`config.mk`:
```
export PLATFORM = sky130hd
export DESIGN_NAME = eaglesong_absorb
export DESIGN_NICKNAME = d
export VERILOG_FILES = /design/src/rtl/eaglesong_pkg.sv /design/src/rtl/eaglesong_absorb_pack.sv /design/src/rtl/eaglesong_absorb.sv
export SDC_FILE = /design/constraint.sdc
export NUM_CORES = 1
export LEC_CHECK = 0
export CAP_MARGIN = 5
export CELL_PAD_IN_SITES_DETAIL_PLACEMENT = 0
export CELL_PAD_IN_SITES_GLOBAL_PLACEMENT = 1
export CORE_AREA = 2 2 304 306
export DETAILED_ROUTE_END_ITERATION = 10
export DIE_AREA = 0 0 306 308
export DONT_BUFFER_PORTS = 1
export GPL_TIMING_DRIVEN = 0
export PLACE_DENSITY = 0.58
export SLEW_MARGIN = 15
export SYNTH_ARGS = -nofsm -noshare
export SYNTH_HDL_FRONTEND = slang
export SYNTH_HIERARCHICAL = 1
export SYNTH_SLANG_ARGS = --single-unit
```
`constraint.sdc`:
```
create_clock -name clk -period 13.1 [get_ports clk]
set_input_delay 2.62 -clock clk [delete_from_list [all_inputs] [get_ports clk]]
set_output_delay 2.62 -clock clk [all_outputs]
set_load 0.1 [all_outputs]
```
`src/rtl/eaglesong_pkg.sv`:
```
// Shared types and constants for the Eaglesong sponge absorb datapath.
// No configuration macros here; see eaglesong_absorb.sv for EAGLESONG_ABSORB_LEN_CHECK_EN.
package eaglesong_pkg;

    localparam int unsigned WORD_W     = 32;
    localparam int unsigned RATE_WORDS = 8;
    localparam int unsigned RATE_BYTES = 32;
    localparam int unsigned LEN_W      = 7;
    localparam int unsigned ROUND_W    = 8;
    localparam int unsigned GIDX_W     = 13;

    localparam logic [7:0]       DELIMITER = 8'h06;
    localparam logic [LEN_W-1:0] MAX_LEN   = LEN_W'(RATE_BYTES);

    typedef logic [WORD_W-1:0] word_t;

    // Global message byte index of byte k inside word j of absorb block `round`.
    function automatic logic [GIDX_W-1:0] byte_gidx(
        input logic [ROUND_W-1:0] round,
        input int unsigned        j,
        input int unsigned        k
    );
        return {round, 5'b0} + GIDX_W'(j * 4 + k);
    endfunction

endpackage

```
`src/rtl/eaglesong_absorb_pack.sv`:
```
// Combinational packer: message bytes plus 0x06 delimiter into big-endian rate words.
// Bytes past the delimiter do not shift, so a partial word ends up right-aligned.
module eaglesong_absorb_pack
    import eaglesong_pkg::*;
(
    input  logic [RATE_BYTES*8-1:0]        i_input_val,
    input  logic [LEN_W-1:0]               i_len,
    input  logic [ROUND_W-1:0]             i_round,
    output word_t [RATE_WORDS-1:0]         o_words
);

    logic [GIDX_W-1:0] w_len_g;

    assign w_len_g = GIDX_W'(i_len);

    always_comb begin
        o_words = '0;
        for (int unsigned j = 0; j < RATE_WORDS; j++) begin
            for (int unsigned k = 0; k < 4; k++) begin
                if (byte_gidx(i_round, j, k) < w_len_g) begin
                    o_words[j] = {o_words[j][WORD_W-9:0], i_input_val[8*(4*j+k) +: 8]};
                end else if (byte_gidx(i_round, j, k) == w_len_g) begin
                    o_words[j] = {o_words[j][WORD_W-9:0], DELIMITER};
                end
            end
        end
    end

endmodule

```
`src/rtl/eaglesong_absorb.sv`:
```
// Eaglesong absorb step: XOR packed message words into the rate half, one-cycle registered.
// Define EAGLESONG_ABSORB_LEN_CHECK_EN to reject lengths 0 or >32 via the len_err output.
module eaglesong_absorb
    import eaglesong_pkg::*;
(
    input  logic                       clk,
    input  logic                       rst,
    input  logic                       valid_in,
    input  word_t [RATE_WORDS-1:0]     state_input,
    input  logic [RATE_BYTES*8-1:0]    input_val,
    input  logic [LEN_W-1:0]           input_length_bytes,
    input  logic [ROUND_W-1:0]         absorb_round_num,
    output word_t [RATE_WORDS-1:0]     state_output,
`ifdef EAGLESONG_ABSORB_LEN_CHECK_EN
    output logic                       len_err,
`endif
    output logic                       valid_out
);

    word_t [RATE_WORDS-1:0] w_words;
    word_t [RATE_WORDS-1:0] w_next;
    logic [LEN_W-1:0]       w_len_eff;
    logic                   w_load;

    word_t [RATE_WORDS-1:0] r_state;
    logic                   r_valid;

    // Oversized lengths saturate to a full block.
    assign w_len_eff = (input_length_bytes > MAX_LEN) ? MAX_LEN : input_length_bytes;

    eaglesong_absorb_pack u_pack (
        .i_input_val (input_val),
        .i_len       (w_len_eff),
        .i_round     (absorb_round_num),
        .o_words     (w_words)
    );

    always_comb begin
        w_next = '0;
        for (int unsigned j = 0; j < RATE_WORDS; j++) begin
            w_next[j] = ((absorb_round_num == '0) ? word_t'(0) : state_input[j]) ^ w_words[j];
        end
    end

`ifdef EAGLESONG_ABSORB_LEN_CHECK_EN
    logic w_len_bad;
    logic r_len_err;

    assign w_len_bad = (input_length_bytes == '0) || (input_length_bytes > MAX_LEN);
    assign w_load    = valid_in && !w_len_bad;

    always_ff @(posedge clk or posedge rst) begin
        if (rst) begin
            r_len_err <= 1'b0;
        end else begin
            r_len_err <= valid_in && w_len_bad;
        end
    end

    assign len_err = r_len_err;
`else
    assign w_load = valid_in;
`endif

    always_ff @(posedge clk or posedge rst) begin
        if (rst) begin
            r_state <= '0;
            r_valid <= 1'b0;
        end else begin
            r_valid <= w_load;
            if (w_load) begin
                r_state <= w_next;
            end
        end
    end

    assign state_output = r_state;
    assign valid_out    = r_valid;

endmodule

```
-- After elaboration in Yosys (flattened, before gate mapping)
Cells that the tools add are included.
- flip-flop bits (word level): 257
- output and inout port bits: 257
- word-level logic and storage cells: 187
- memories kept: 0
- bits of input ports: 530
- memory bits (writable): 0
- memory bits (read-only): 0
- latch bits: 0
- bitwise operators: 8
- multipliers: 0
- mux-type cells: 73
- div/mod/pow operators: 0
- add/sub/neg operators: 31
- shift operators: 0
- order comparisons: 33
- eq/ne operators: 32
- reductions and logical operators: 1
- operator list (kind ; count):
    $mux 32 ; 64
    $eq 13x7->1 ; 32
    $lt 13x7->1 ; 32
    $xor 32x32->32 ; 8
    $add 13x5->13 const B ; 16
    $add 13x4->13 const B ; 8
    $add 13x3->13 const B ; 4
    $add 13x2->13 const B ; 2
    $mux 3 ; 8
    $add 13x1->13 const B ; 1
    $logic_not 8->1 ; 1
    $gt 7x6->1 const B ; 1
    $mux 7 ; 1

-- Depth between registers and ports, before layout
- word-level depth: 12
- depth in mapped cells: 14
- mapped depth without buffers: 11

-- Hierarchy
Netlist, hierarchy kept.
- by module, submodules not included (module ; sequential area each (um^2) ; area an instance (um^2) ; times used ; cells each):
    eaglesong_absorb ; 6431.2 ; 17780.8 ; 1 ; 2286
    eaglesong_absorb_pack ; 0.0 ; 4700.8 ; 1 ; 720

-- Worst setup path after synthesis
OpenSTA, ideal clock, no wires.
- kind: in2reg
- from: in input_length_bytes[6]
- to: reg r_state, in the netlist state_output[168]
- data required time: 12.974 ns
- buffers on the path: 2
- slack: 8.017 ns
- stages on the path: 13
- library setup time: 0.126 ns
- arrival time: 4.957 ns
- cells stage by stage: nor2_1 > inv_1 > inv_1 > ha_1 > nand4bb_2 > buf_2 > clkbuf_1 > nor3_1 > o21ai_2 > mux2i_1 > o21ai_0 > a31oi_1 > nand3_1
- RTL lines (element ; line ; source):
    start, declared ; eaglesong_absorb.sv:11 ; input logic [LEN_W-1:0] input_length_bytes,
    end signal, assigned ; eaglesong_absorb.sv:72 ; r_state <= w_next;
    end, declared ; eaglesong_absorb.sv:25 ; word_t [RATE_WORDS-1:0] r_state;

==> summary.txt <==
Power
  – Pint: 0.00171 W
  – Sw power: 0.00134 W
  – Flop pwr share: 0.488
  – Total power: about 0.0031 W
  – PD cells: 120 nW/µm²
  – Clk network pwr share: 0.384
  – VDD IR max: 0.0000727 V
  – Sw frac: 0.439
  – Leak pwr: 11.2 nW
  – Comb pwr share: 0.128

STA
  – Final min period: 5.97 ns
  – Worst-margin pin slew: 1.12 ns
  – Fin. Hold Viols: 0
  – Final slew viol count: 0
  – Tcrit/Tclk final: 0.456
  – Final setup viols: 0
  – Fmax: around 170 MHz
  – Clk_skew: 0 ns
  – Worst rel slew slack: 0.248
  – RSZ-0062 raised after global routing: false

Min path
  – Hold path depth: 3
  – Hold EP: state_output[59]$_DFFE_PP0P_
  – Worst hold path type: flip-flop to flip-flop
  – Hold_sp: state_output[59]$_DFFE_PP0P_

Synthesis
  – Adder-Cell Fraction of Synth Area: 0.00167
  – Leading area contributor after synthesis: dfrtp_1
  – Async S/R FF share, synth: 1.00
  – Top post-synthesis cells by area: dfrtp_1 (29%), a211o_1 (10%), nand4_1 (7.4%), nor2b_1 (7.4%), a31oi_1 (7.4%)
  – Yosys cell types: 84
  – Main synth FF type: dfrtp_1
  – Post-synthesis mux area share: 0.00629
  – Post-synthesis xor/xnor area fraction: 0.000779
  – Post-Synthesis Cells: ~3000
  – Post-synthesis simple-gate area fraction: 0.335
  – Most frequent cell after synthesis: nand2_1
  – Synth Register Bits: ~260
  – Syn. warnings: 6
  – Seq/Total Area, Yosys: 0.286
  – Largest family of logic cells by synthesized area: simple AND/OR/NAND/NOR gates
  – Post-synth EDFFs: 0
  – Synth Cell Area: approximately 22000 µm²
  – Post-synthesis net count: 3539
  – Synthesized area per cell: 7.48 µm²
  – Synth Area in Compound Gates: 0.268
  – Post-synth top area share: 0.286
  – Post-synth top cells: nand2_1 (321), nand3_1 (279), inv_1 (268), nand4_1 (267), nor2b_1 (267)

Clocking
  – Post-CTS setup buffers: 0
  – CTS Buffer Depth: 3
  – Clock sinks: 257
  – CTS Hold Buffers Added: 0
  – Htree depth: 2
  – CTS tree: built
  – Worst skew pair latency: about 0.60 ns
  – Root buffer cell: clkbuf_16
  – Worst-path clk slew: roughly 0.06 ns
  – TritonCTS Buffers: 40
  – Post-CTS sizing: 0

Route
  – Initial DRC count: 2353
  – DR WL met3: 12.0 mm
  – Routed length per instance: 30.6 µm
  – Via-to-Cell Ratio: 5.86
  – Met1 wire length: 52.0 mm
  – Antenna viol nets, final: 0
  – Routed WL: 131 mm
  – DR DRC count: 0
  – Routed wl met2: 62.5 mm
  – Via Count: 25175
  – Pre-antenna DRT Iters: 6
  – Top sig layer: met5

GRT
  – Congestion Overflow GR: 0
  – Number of global-route vias before repair: 24283
  – Total track usage: 0.266
  – Largest net degree at the start of global routing: 81
  – First-pass GRT wire length: 185 mm
  – Initial antenna violation count: 24

Critical path
  – Required time worst endpoint: 13.64 ns
  – Worst Path Class, Setup: input pin to flip-flop
  – Cells on worst reg2reg path: 3
  – R2R setup slack: 11.58 ns
  – Crit-path max FO: 10
  – Arrival time at the worst endpoint: 6.52 ns
  – RR Startpoint: state_output[117]$_DFFE_PP0P_
  – CP startpoint kind: input pin
  – R2R Path End: state_output[117]$_DFFE_PP0P_
  – Worst Setup End Kind: flip-flop

Die
  – I/O pin cnt: roughly 790
  – Initial Util: 0.247
  – Die area: roughly 94000 µm²
  – Die height: 308 µm
  – Die X: 306 µm
  – Core Area: a little over 90000 µm²
  – Cell Rows: 111

Place
  – Port Buffers: 0
  – Post-DP HPWL: 101 mm
  – Gpl congestion: 0.926

Status
  – Status: finished, final reports clean

Layout
  – # nets final: approximately 3600
  – Share of layout cells above drive strength 1: 0.0879
  – Layout area overhead: 13.6%
  – Post-layout util: 0.281

Job
  – Max cap viols: 0
[per-stage QoR]
stage | setup WS [ns] | hold WS (ns) | area (µm²) | setup TNS, ns | std cells
floorplan | 3.41 | 1.24 | 22500 | 0 | 3006
global placement | -1.47 | 1.28 | 24000 | -357.21 | 4192
detailed placement | 6.50 | 1.28 | 24100 | 0 | 4196
CTS | 7.17 | 1.29 | 25500 | 0 | 4269
global route | 6.82 | 1.31 | 25500 | 0 | 4284
finish | 7.13 | 1.28 | 25500 | 0 | 4294
[worst max-delay path, cell delays in order]
cell and delay (ns):
nor2_1 0.37, inv_1 0.14, inv_1 0.08, ha_1 0.22, and3b_1 0.18, clkbuf_1 0.47, a211oi_2 0.35, a31oi_1 0.76
clkbuf_1 0.49, a22oi_1 0.13, o22ai_1 0.40, nand4_1 0.16, nand3_1 0.12
[per-layer routing]
| metal | GRT usage | vias to the layer above |
|---|---|---|
| met5 | 0 | - |
| met2 | 0.440 | 1263 |
| met4 | 0.0970 | 6 |
| li1 | - | 11253 |
| met3 | 0.0790 | 230 |
| met1 | 0.326 | 12423 |
[power by group through the flow]
| stage | Combinational [W] | Clock [W] | Sequential [W] |
|---|---|---|---|
| 2_1_floorplan | 0.000283 | 0 | 0.00146 |
| 3_3_place_gp | 0.000385 | 0 | 0.00151 |
| 3_5_place_dp | 0.000388 | 0 | 0.00150 |
| 4_1_cts | 0.000390 | 0.00120 | 0.00149 |
| 5_1_grt | 0.000433 | 0.00123 | 0.00149 |
| 6_report | 0.000391 | 0.00117 | 0.00149 |
[sequential cells by signal, summed over array words and instances (netlist names)]
| register | flops |
|---|---|
| state_output | 256 |
| valid_out | 1 |
[final cells by class]
cell class	instances	area, µm²
diodes	25	62.6
plain buffers	290	1290
clock buffers	60	1240
clock inverters	13	158
fillers	10043	65400
inverters	269	1020
multi-input cells	2190	13800
flip-flops and latches	257	6430
well taps	1186	1480
repair buffers	4	87.6
[how the worst max path moves through the flow]
stage                          startpoint                             to  depth (start not counted)
global placement                      rst  state_output[216]$_DFFE_PP0P_                          1
CTS                 input_length_bytes[6]   state_output[72]$_DFFE_PP0P_                         13
finish              input_length_bytes[6]   state_output[72]$_DFFE_PP0P_                         13
floorplan                             rst    state_output[0]$_DFFE_PP0P_                          1
detailed placement  input_length_bytes[6]  state_output[145]$_DFFE_PP0P_                         11
global route        input_length_bytes[6]   state_output[72]$_DFFE_PP0P_                         13
[placed cells by master, fill, tap and decap left out, types with 23 or more instances in the layout]
master and n:
clkbuf_1 133, nand4_1 267, o21ai_0 23, nor2_1 44, clkbuf_16 42, and2_1 54
nand3_1 279, dfrtp_1 257, and3_1 71, nor2b_1 267, diode_2 25, a211o_1 256
inv_1 267, a21oi_1 60, a31oi_1 265, buf_2 148, nand2_1 321
[cells by family after synthesis]
family	after synthesis
buffers and inverters	559
AO/OA/AOI/OAI	793
flip-flops	257
other	1
XOR/XNOR	2
AND/OR/NAND/NOR	1377
adder cells (fa/ha/maj)	3
multiplexers	14
(Power assumes the default switching activity.)
